[src/rtl/pipe_pkg.sv]
// Shared pipeline definitions: instruction-type codes, branch funct3 encodings
// and the EX branch-control FSM state type.
package pipe_pkg;

  localparam logic [4:0] TYPE_NOP    = 5'd0;
  localparam logic [4:0] TYPE_BRANCH = 5'd4;
  localparam logic [4:0] TYPE_JAL    = 5'd5;
  localparam logic [4:0] TYPE_JALR   = 5'd6;

  localparam logic [2:0] F3_BEQ  = 3'b000;
  localparam logic [2:0] F3_BNE  = 3'b001;
  localparam logic [2:0] F3_BLT  = 3'b100;
  localparam logic [2:0] F3_BGE  = 3'b101;
  localparam logic [2:0] F3_BLTU = 3'b110;
  localparam logic [2:0] F3_BGEU = 3'b111;

  typedef enum logic {
    IDLE   = 1'b0,
    SHADOW = 1'b1
  } state_e;

endpackage

[src/rtl/branch_cmp.sv]
// Conditional-branch comparator: funct3 plus two operands to a taken bit.
// Unrecognised funct3 encodings resolve as not-taken.
module branch_cmp
  import pipe_pkg::*;
(
  input  logic [2:0]  funct3_i,
  input  logic [31:0] a_i,
  input  logic [31:0] b_i,
  output logic        taken_o
);

  logic eq;
  logic lt_s;
  logic lt_u;

  always_comb begin
    eq      = (a_i == b_i);
    lt_s    = ($signed(a_i) < $signed(b_i));
    lt_u    = (a_i < b_i);
    taken_o = 1'b0;
    case (funct3_i)
      F3_BEQ:  taken_o = eq;
      F3_BNE:  taken_o = !eq;
      F3_BLT:  taken_o = lt_s;
      F3_BGE:  taken_o = !lt_s;
      F3_BLTU: taken_o = lt_u;
      F3_BGEU: taken_o = !lt_u;
      default: taken_o = 1'b0;
    endcase
  end

endmodule

[src/rtl/ex_branch_ctrl.sv]
// EX-stage branch resolution: registered redirect to fetch, kill shadow that
// squashes wrong-path instructions, and saturating branch statistics.
module ex_branch_ctrl
  import pipe_pkg::*;
#(
  parameter int unsigned KILL_CYCLES = 2,
  parameter int unsigned CNT_W       = 32
) (
  input  logic             clk,
  input  logic             rst,
  input  logic [31:0]      ex_pc,
  input  logic [31:0]      inst_in,
  input  logic [31:0]      operand_a_val,
  input  logic [31:0]      operand_b_val,
  input  logic [31:0]      immx_data,
  input  logic [4:0]       inst_type,
  output logic             branch_kill_flag,
  output logic             redirect_valid,
  output logic [31:0]      redirect_pc,
  output logic             target_misaligned,
  output logic [CNT_W-1:0] branch_count,
  output logic [CNT_W-1:0] taken_count,
  output state_e           fsm_state
);

  localparam logic [3:0]       SHADOW_INIT = 4'(KILL_CYCLES - 1);
  localparam logic [CNT_W-1:0] CNT_ONE     = {{(CNT_W-1){1'b0}}, 1'b1};

  state_e           state_q, state_d;
  logic [3:0]       shadow_cnt_q, shadow_cnt_d;
  logic             kill_q, kill_d;
  logic             redir_valid_q, redir_valid_d;
  logic [31:0]      redir_pc_q, redir_pc_d;
  logic             misal_q, misal_d;
  logic [CNT_W-1:0] branch_cnt_q, branch_cnt_d;
  logic [CNT_W-1:0] taken_cnt_q, taken_cnt_d;

  logic        is_branch, is_jal, is_jalr;
  logic        cmp_taken, taken;
  logic [31:0] pc_target, jalr_sum, target;
  logic        unused_inst_bits;

  assign unused_inst_bits = ^{inst_in[31:15], inst_in[11:0], jalr_sum[0]};

  branch_cmp u_branch_cmp (
    .funct3_i (inst_in[14:12]),
    .a_i      (operand_a_val),
    .b_i      (operand_b_val),
    .taken_o  (cmp_taken)
  );

  // Operand-dependent terms are ANDed with known type decodes, so a no-op
  // type keeps X operands from reaching taken.
  always_comb begin
    is_branch = (inst_type == TYPE_BRANCH);
    is_jal    = (inst_type == TYPE_JAL);
    is_jalr   = (inst_type == TYPE_JALR);
    pc_target = ex_pc + immx_data;
    jalr_sum  = operand_a_val + immx_data;
    target    = is_jalr ? {jalr_sum[31:1], 1'b0} : pc_target;
    taken     = is_jal | is_jalr | (is_branch & cmp_taken);
  end

  always_comb begin
    state_d       = state_q;
    shadow_cnt_d  = shadow_cnt_q;
    kill_d        = 1'b0;
    redir_valid_d = 1'b0;
    redir_pc_d    = redir_pc_q;
    misal_d       = 1'b0;
    branch_cnt_d  = branch_cnt_q;
    taken_cnt_d   = taken_cnt_q;
    case (state_q)
      IDLE: begin
        if (is_branch && !(&branch_cnt_q)) begin
          branch_cnt_d = branch_cnt_q + CNT_ONE;
        end
        if (taken) begin
          if (target[1:0] == 2'b00) begin
            state_d       = SHADOW;
            shadow_cnt_d  = SHADOW_INIT;
            kill_d        = 1'b1;
            redir_valid_d = 1'b1;
            redir_pc_d    = target;
            if (!(&taken_cnt_q)) begin
              taken_cnt_d = taken_cnt_q + CNT_ONE;
            end
          end else begin
            misal_d = 1'b1;
          end
        end
      end
      SHADOW: begin
        // Nothing from the EX inputs is consulted while the shadow runs.
        if (shadow_cnt_q == 4'd0) begin
          state_d = IDLE;
        end else begin
          shadow_cnt_d = shadow_cnt_q - 4'd1;
          kill_d       = 1'b1;
        end
      end
      default: state_d = IDLE;
    endcase
  end

  always_ff @(posedge clk) begin
    if (rst) begin
      state_q       <= IDLE;
      shadow_cnt_q  <= 4'd0;
      kill_q        <= 1'b0;
      redir_valid_q <= 1'b0;
      redir_pc_q    <= 32'd0;
      misal_q       <= 1'b0;
      branch_cnt_q  <= '0;
      taken_cnt_q   <= '0;
    end else begin
      state_q       <= state_d;
      shadow_cnt_q  <= shadow_cnt_d;
      kill_q        <= kill_d;
      redir_valid_q <= redir_valid_d;
      redir_pc_q    <= redir_pc_d;
      misal_q       <= misal_d;
      branch_cnt_q  <= branch_cnt_d;
      taken_cnt_q   <= taken_cnt_d;
    end
  end

  assign branch_kill_flag  = kill_q;
  assign redirect_valid    = redir_valid_q;
  assign redirect_pc       = redir_pc_q;
  assign target_misaligned = misal_q;
  assign branch_count      = branch_cnt_q;
  assign taken_count       = taken_cnt_q;
  assign fsm_state         = state_q;

endmodule

[config.mk]
export PLATFORM = sky130hd
export DESIGN_NAME = ex_branch_ctrl
export DESIGN_NICKNAME = d
export VERILOG_FILES = /design/src/rtl/pipe_pkg.sv /design/src/rtl/branch_cmp.sv /design/src/rtl/ex_branch_ctrl.sv
export SDC_FILE = /design/constraint.sdc
export NUM_CORES = 1
export LEC_CHECK = 0
export ABC_AREA = 1
export BUFFER_PORTS_ARGS = -buffer_cell sky130_fd_sc_hd__buf_2
export CAP_MARGIN = 20
export CELL_PAD_IN_SITES_DETAIL_PLACEMENT = 0
export CELL_PAD_IN_SITES_GLOBAL_PLACEMENT = 1
export CORE_ASPECT_RATIO = 1.4
export CORE_UTILIZATION = 40
export DETAILED_ROUTE_END_ITERATION = 10
export PLACE_DENSITY = 0.95
export SKIP_CTS_REPAIR_TIMING = 1
export SLEW_MARGIN = 20
export SYNTH_ARGS = -nofsm -noshare
export SYNTH_HDL_FRONTEND = slang
export SYNTH_SLANG_ARGS = --single-unit
[constraint.sdc]
create_clock -name clk -period 6 [get_ports clk]
set_input_delay 0.3 -clock clk [delete_from_list [all_inputs] [get_ports clk]]
set_output_delay 0.3 -clock clk [all_outputs]
set_load 0.03 [all_outputs]
# Word-level counts from Yosys, hierarchy flattened
# Index checks and enable logic that the tools add are counted.
dict set report word_totals {
  output_inout_bits 100
  inputBits 167
  ff_bits 103
}
dict set report op_classes {
  reduce_logical 16
  eq_ne 12
  addsub 5
  bitwise_logic 6
  n_mux 11
  n_lt_le_gt_ge 2
}
# cell n
set ops {}
lappend ops {{$add A32 B1 Y32 const B} 2}
lappend ops {{$add A32 B32 Y32} 2}
lappend ops {{$lt A32 B32 Y1} 2}
lappend ops {{$reduce_and A32 Y1} 2}
lappend ops {{$eq A32 B32 Y1} 1}
lappend ops {{$mux W32} 1}
lappend ops {{$eq A5 B3 Y1 const B} 3}
lappend ops {{$eq A3 B3 Y1 const B} 4}
lappend ops {{$mux W4} 3}
lappend ops {{$pmux W4 S2} 1}
lappend ops {{$ne A2 B2 Y1 const B} 3}
lappend ops {{$pmux W1 S6} 1}
lappend ops {{$reduce_and A3 Y1} 2}
lappend ops {{$logic_not A1 Y1} 4}
lappend ops {{$logic_not A4 Y1} 1}
lappend ops {{$mux W1} 4}
lappend ops {{$reduce_and A4 Y1} 1}
lappend ops {{$sub A4 B1 Y4 const B} 1}
lappend ops {{$eq A3 B1 Y1 const B} 1}
lappend ops {{$logic_not A3 Y1} 1}
lappend ops {{$not A1 Y1} 3}
lappend ops {{$reduce_or A3 Y1} 1}
lappend ops {{$logic_not A2 Y1} 1}
lappend ops {{$or A1 B1 Y1} 2}
lappend ops {{5 further kinds} 5}

# Logic depth before layout (Yosys ltp)
dict set report depth {
  depth_word 7
  depth_mapped 25
  mapped_depth_nobuf 24
}

# By module
# A second synthesis with hierarchy kept.
dict set report hier_totals {
  cells_unflattened 1990
  hier_area_um2 11250.8
}
# mod instances cells_per_inst area_each_um2
set modules_own_cells {}
lappend modules_own_cells {ex_branch_ctrl 1 1821 10259.8}
lappend modules_own_cells {branch_cmp 1 169 991.0}

# Least setup slack after synthesis
# Ideal clock, no wire load.
dict set report synth_timing {
  path_kind {register to register}
  startpoint {register branch_cnt_q[0], in the netlist branch_count[0]}
  endpoint {register branch_cnt_q[11], in the netlist branch_count[11]}
  stages_incl_launch_ff 13
  t_required_ns 5.868
  slack_ns 3.714
  arrival_time_ns 2.155
  period_less_slack_ns 2.286
  path_cell_list {dfxtp_1 -> ha_1 -> inv_1 -> nor4_1 -> nand3_1 -> nand2_1 -> nor2_1 -> nand2_1 -> nor2_1 -> nand3_1 -> nor2_1 -> or2_2 -> nor3b_1}
}
dict set report synth_between {
  elab_chain_cells 4
  word_cells_on_any_way 5
  classes_between {1 x add/sub; 4 x reduce/logical}
}
# item line
set synth_lines {}
lappend synth_lines {{from (decl)} ex_branch_ctrl.sv:35} ;# logic [CNT_W-1:0] branch_cnt_q, branch_cnt_d;
lappend synth_lines {{from (signal assigned)} ex_branch_ctrl.sv:123} ;# branch_cnt_q <= branch_cnt_d;
lappend synth_lines {{branches (longest 4 deep; another with $add A32 B1 Y32)} --}
# Parallel ways; which one is timed is not known.
# A chain may end at the register's enable or synchronous reset.

# Worst setup path after layout
dict set report layout_timing {
  startpoint {input operand_a_val[31]}
  endpoint {register redir_pc_q[30], in the netlist redirect_pc[30]}
}
dict set report layout_between {
  elab_chain_cells 6
  word_cells_on_any_way 10
  classes_between {2 x order compare; 1 x eq/ne; 1 x mux; 2 x bitwise; 4 x reduce/logical}
}
# item line
set layout_lines {}
lappend layout_lines {{from (decl)} ex_branch_ctrl.sv:13} ;# input logic [31:0] operand_a_val,
lappend layout_lines {{$lt A32 B32 Y1 (tied with other cells)} branch_cmp.sv:19} ;# lt_u = (a_i < b_i);
lappend layout_lines {{$logic_not A1 Y1, on equally long branches} {branch_cmp.sv:27, branch_cmp.sv:23, branch_cmp.sv:25}}
lappend layout_lines {{$pmux W1 S6 (*)} branch_cmp.sv:21} ;# case (funct3_i)
lappend layout_lines {{$and A1 B1 Y1 (*)} ex_branch_ctrl.sv:61} ;# taken = is_jal | is_jalr | (is_branch & cmp_taken);
lappend layout_lines {{$or A1 B1 Y1 (*)} ex_branch_ctrl.sv:61}
lappend layout_lines {{$reduce_and A3 Y1 (no source line) (*)} --}
lappend layout_lines {{to (signal assigned)} ex_branch_ctrl.sv:121} ;# redir_pc_q <= redir_pc_d;
lappend layout_lines {{to (decl)} ex_branch_ctrl.sv:33} ;# logic [31:0] redir_pc_q, redir_pc_d;
# Mark *: on every way between the ends. The rest lies on a longest branch, timed or not.

==> run metrics <==
DR vias/cell=5.16; TritonRoute pass-1 iters=5; EDFF count, synth=0; Synth Area in Adders=12.3%; Clock Tree Buf Depth=2; Setup-failing EPs final=0; worst min-delay path class=flop to flop; Clock Latency Late Sink=0.36 ns; port bufs=237; synth unique cells=42; largest net degree at the start of global routing=61; Synth Area per Inst=5.93 µm²; Die Y=190 µm; Synth Area in Compound Gates=16.8%; DR vias=11,550; main flop type after synthesis=dfxtp_1; CP arrival=3.73 ns; Avg WL per Cell=14.3 µm; CTS tree=done; dpl ws=2.11 ns; clock sinks=103; Synth async-reset ratio=0%; largest family of logic cells by synthesized area=simple AND/OR/NAND/NOR gates; grt ovf=0; initial antenna violation count=0; CP endpoint kind=flop; post-route minimum period=3.48 ns; first-pass GRT wire length=51,100 µm; fin crit share=58.0%; Die ar.=25,900 µm²; final layout net count=2,182; root buffer cell=clkbuf_16; cell area after synthesis=10,100 µm²; XOR/XNOR Fraction of Synth Area=2.25%; Synth Net Count=1,968; max-cap violations=0; critical path class=input port to flop; Max Freq=288 MHz; VDD IR max=0.142 mV; pwr/cell area=162 nW/µm²; Yosys reg bits=103; Die W=136 µm; vias in the first global route=10,906; number of diodes=0; Final Skew=0.0101 ns; flop2flop setup slack=3.00 ns; Ports=267; hold_sp=redirect_pc[1]$_SDFFE_PP0P_; Startpoint Class=input port; worst flop-to-flop path endpoint=branch_count[18]$_SDFFE_PP0P_; std cell rows=68; Crit Path Max Fanout=60; Crit path required time=6.25 ns; Slew headroom=54.7%; Final WS setup=2.52 ns; GRT Overall Usage=24.7%; CTS Buf Count=9; HPWL Detailed=26,500 µm; RSZ-0062 raised after global routing=no; GP Congestion=0.912; post-detailed-route count of antenna-violating nets=0; post-layout util=47.8%; Core ar.=24,800 µm²; commonest non-fill, non-tap cell in the layout=nand2_1; DRT iter0 DRCs=641; Slew Limit Fails=0; Starting Density=40.8%; commonest non-fill, non-tap cells in the layout=nand2_1 (419), inv_1 (247), buf_2 (237), nor2_1 (213), a21oi_1 (146); FF-to-FF Start=branch_count[0]$_SDFFE_PP0P_; share of layout cells above drive strength 1=14.2%; CTS HTree Levels=3; R2R cell count=13; total routed wirelength=32,000 µm; post-synthesis mux area share=0%; setup_tns=0 ns; WHS Endpoint=redirect_pc[1]$_SDFFE_PP0P_; final hold violation count=0; Power, Total=1.92 mW; Synth Warn #=0; Layout area overhead=17.3%; status=finished, final reports clean; Slew @ Worst Pin=0.672 ns; synthesized instance count=1,703; Seq/Total Area, Yosys=20.4%; DRC=0; Lkg Pwr=6.16 nW; simple-gate share of the synthesized area=37.0%; CTS clk-pin slew, worst paths=0.08 ns; Hold Path Depth=2
stage by stage:
stage,cell area [µm²],hold slack [ns],cells
global route,11800,0.464,2237
detailed placement,11500,0.438,2221
finish,11800,0.449,2237
global placement,11500,0.434,2221
CTS,11800,0.450,2237
floorplan,10100,0.469,1703
how the worst max path moves through the flow:
stage,from,to,slack (ns),depth (start not counted)
floorplan,branch_count[0]$_SDFFE_PP0P_,branch_count[11]$_SDFFE_PP0P_,3.71,12
global placement,operand_a_val[31],redirect_pc[30]$_SDFFE_PP0P_,2.14,18
detailed placement,operand_a_val[31],redirect_pc[29]$_SDFFE_PP0P_,2.11,18
CTS,operand_a_val[31],redirect_pc[12]$_SDFFE_PP0P_,2.50,18
global route,operand_a_val[31],redirect_pc[12]$_SDFFE_PP0P_,2.10,18
finish,operand_a_val[31],redirect_pc[30]$_SDFFE_PP0P_,2.52,18
Yosys cell counts, types with 3 or more instances:
| cell type | number | area (µm²) |
|---|---|---|
| a31oi_1 | 7 | 43.8 |
| buf_2 | 10 | 50.1 |
| a211oi_1 | 3 | 22.5 |
| dfxtp_1 | 103 | 2060 |
| nand2_1 | 419 | 1570 |
| o21ai_0 | 101 | 505 |
| nand4_1 | 52 | 325 |
| buf_4 | 4 | 30.0 |
| o221ai_1 | 5 | 43.8 |
| nor4_1 | 12 | 75.1 |
| ha_1 | 96 | 1200 |
| nor2_1 | 214 | 803 |
| a21oi_1 | 146 | 731 |
| o21a_1 | 3 | 22.5 |
| xnor2_1 | 9 | 78.8 |
| and2_1 | 3 | 18.8 |
| a21o_1 | 17 | 128 |
| xor2_1 | 17 | 149 |
| nand3_1 | 117 | 586 |
| a21boi_0 | 5 | 37.5 |
| nor3_1 | 40 | 200 |
| or2_2 | 3 | 18.8 |
| inv_1 | 247 | 927 |
| buf_6 | 3 | 33.8 |
| o21bai_1 | 14 | 105 |
| nand3b_1 | 6 | 45.0 |
| clkbuf_1 | 21 | 78.8 |
| o31ai_1 | 3 | 22.5 |
state kept, by name (all words and copies together), names as in the netlist:
signal	cells
branch_count	32
branch_kill_flag	1
redirect_pc	32
redirect_valid	1
shadow_cnt_q	4
taken_count	32
target_misaligned	1
cell type report:
class	instances	area [µm²]
well taps	315	394
inverters	249	935
fillers	2705	12900
clock inverters	7	87.6
clock buffers	9	225
repair buffers	243	1230
flip-flops and latches	103	2060
multi-input cells	1311	6910
layer usage:
layer	global-route usage [%]	routed length, µm	vias up
li1	-	-	6041
met1	27.6	13000	5185
met2	47.0	16900	262
met3	1.76	966	62
met4	10.2	1020	0
met5	0	0	-
critical path: stages:
cell     delay [ns]
buf_2          0.12
ha_1           0.38
nand2_1        0.14
nor3_2         0.33
and2b_1        0.23
nand2_2        0.10
nand2_1        0.09
nand2_1        0.06
nand3_1        0.07
nand2_1        0.05
nand2_1        0.17
nand2_1        0.09
nand2_2        0.06
buf_4          0.48
nand2_4        0.37
inv_2          0.38
nand3_1        0.10
and2_1         0.17
where the power goes:
group,internal (mW),switching [mW],total (mW)
logic,0.210,0.386,0.596
clock network,0.334,0.293,0.628
registers,0.689,0.00460,0.694
total,1.23,0.684,1.92
kinds of logic after synthesis:
kind of cell / count (synthesis)
and+or+nand+nor: 878
AOI/OAI and AO/OA: 309
buffers and inverters: 289
DFF: 103
adders and majority gates: 98
xor gates and xnor gates: 26
Power figures use the tool's default switching activity.
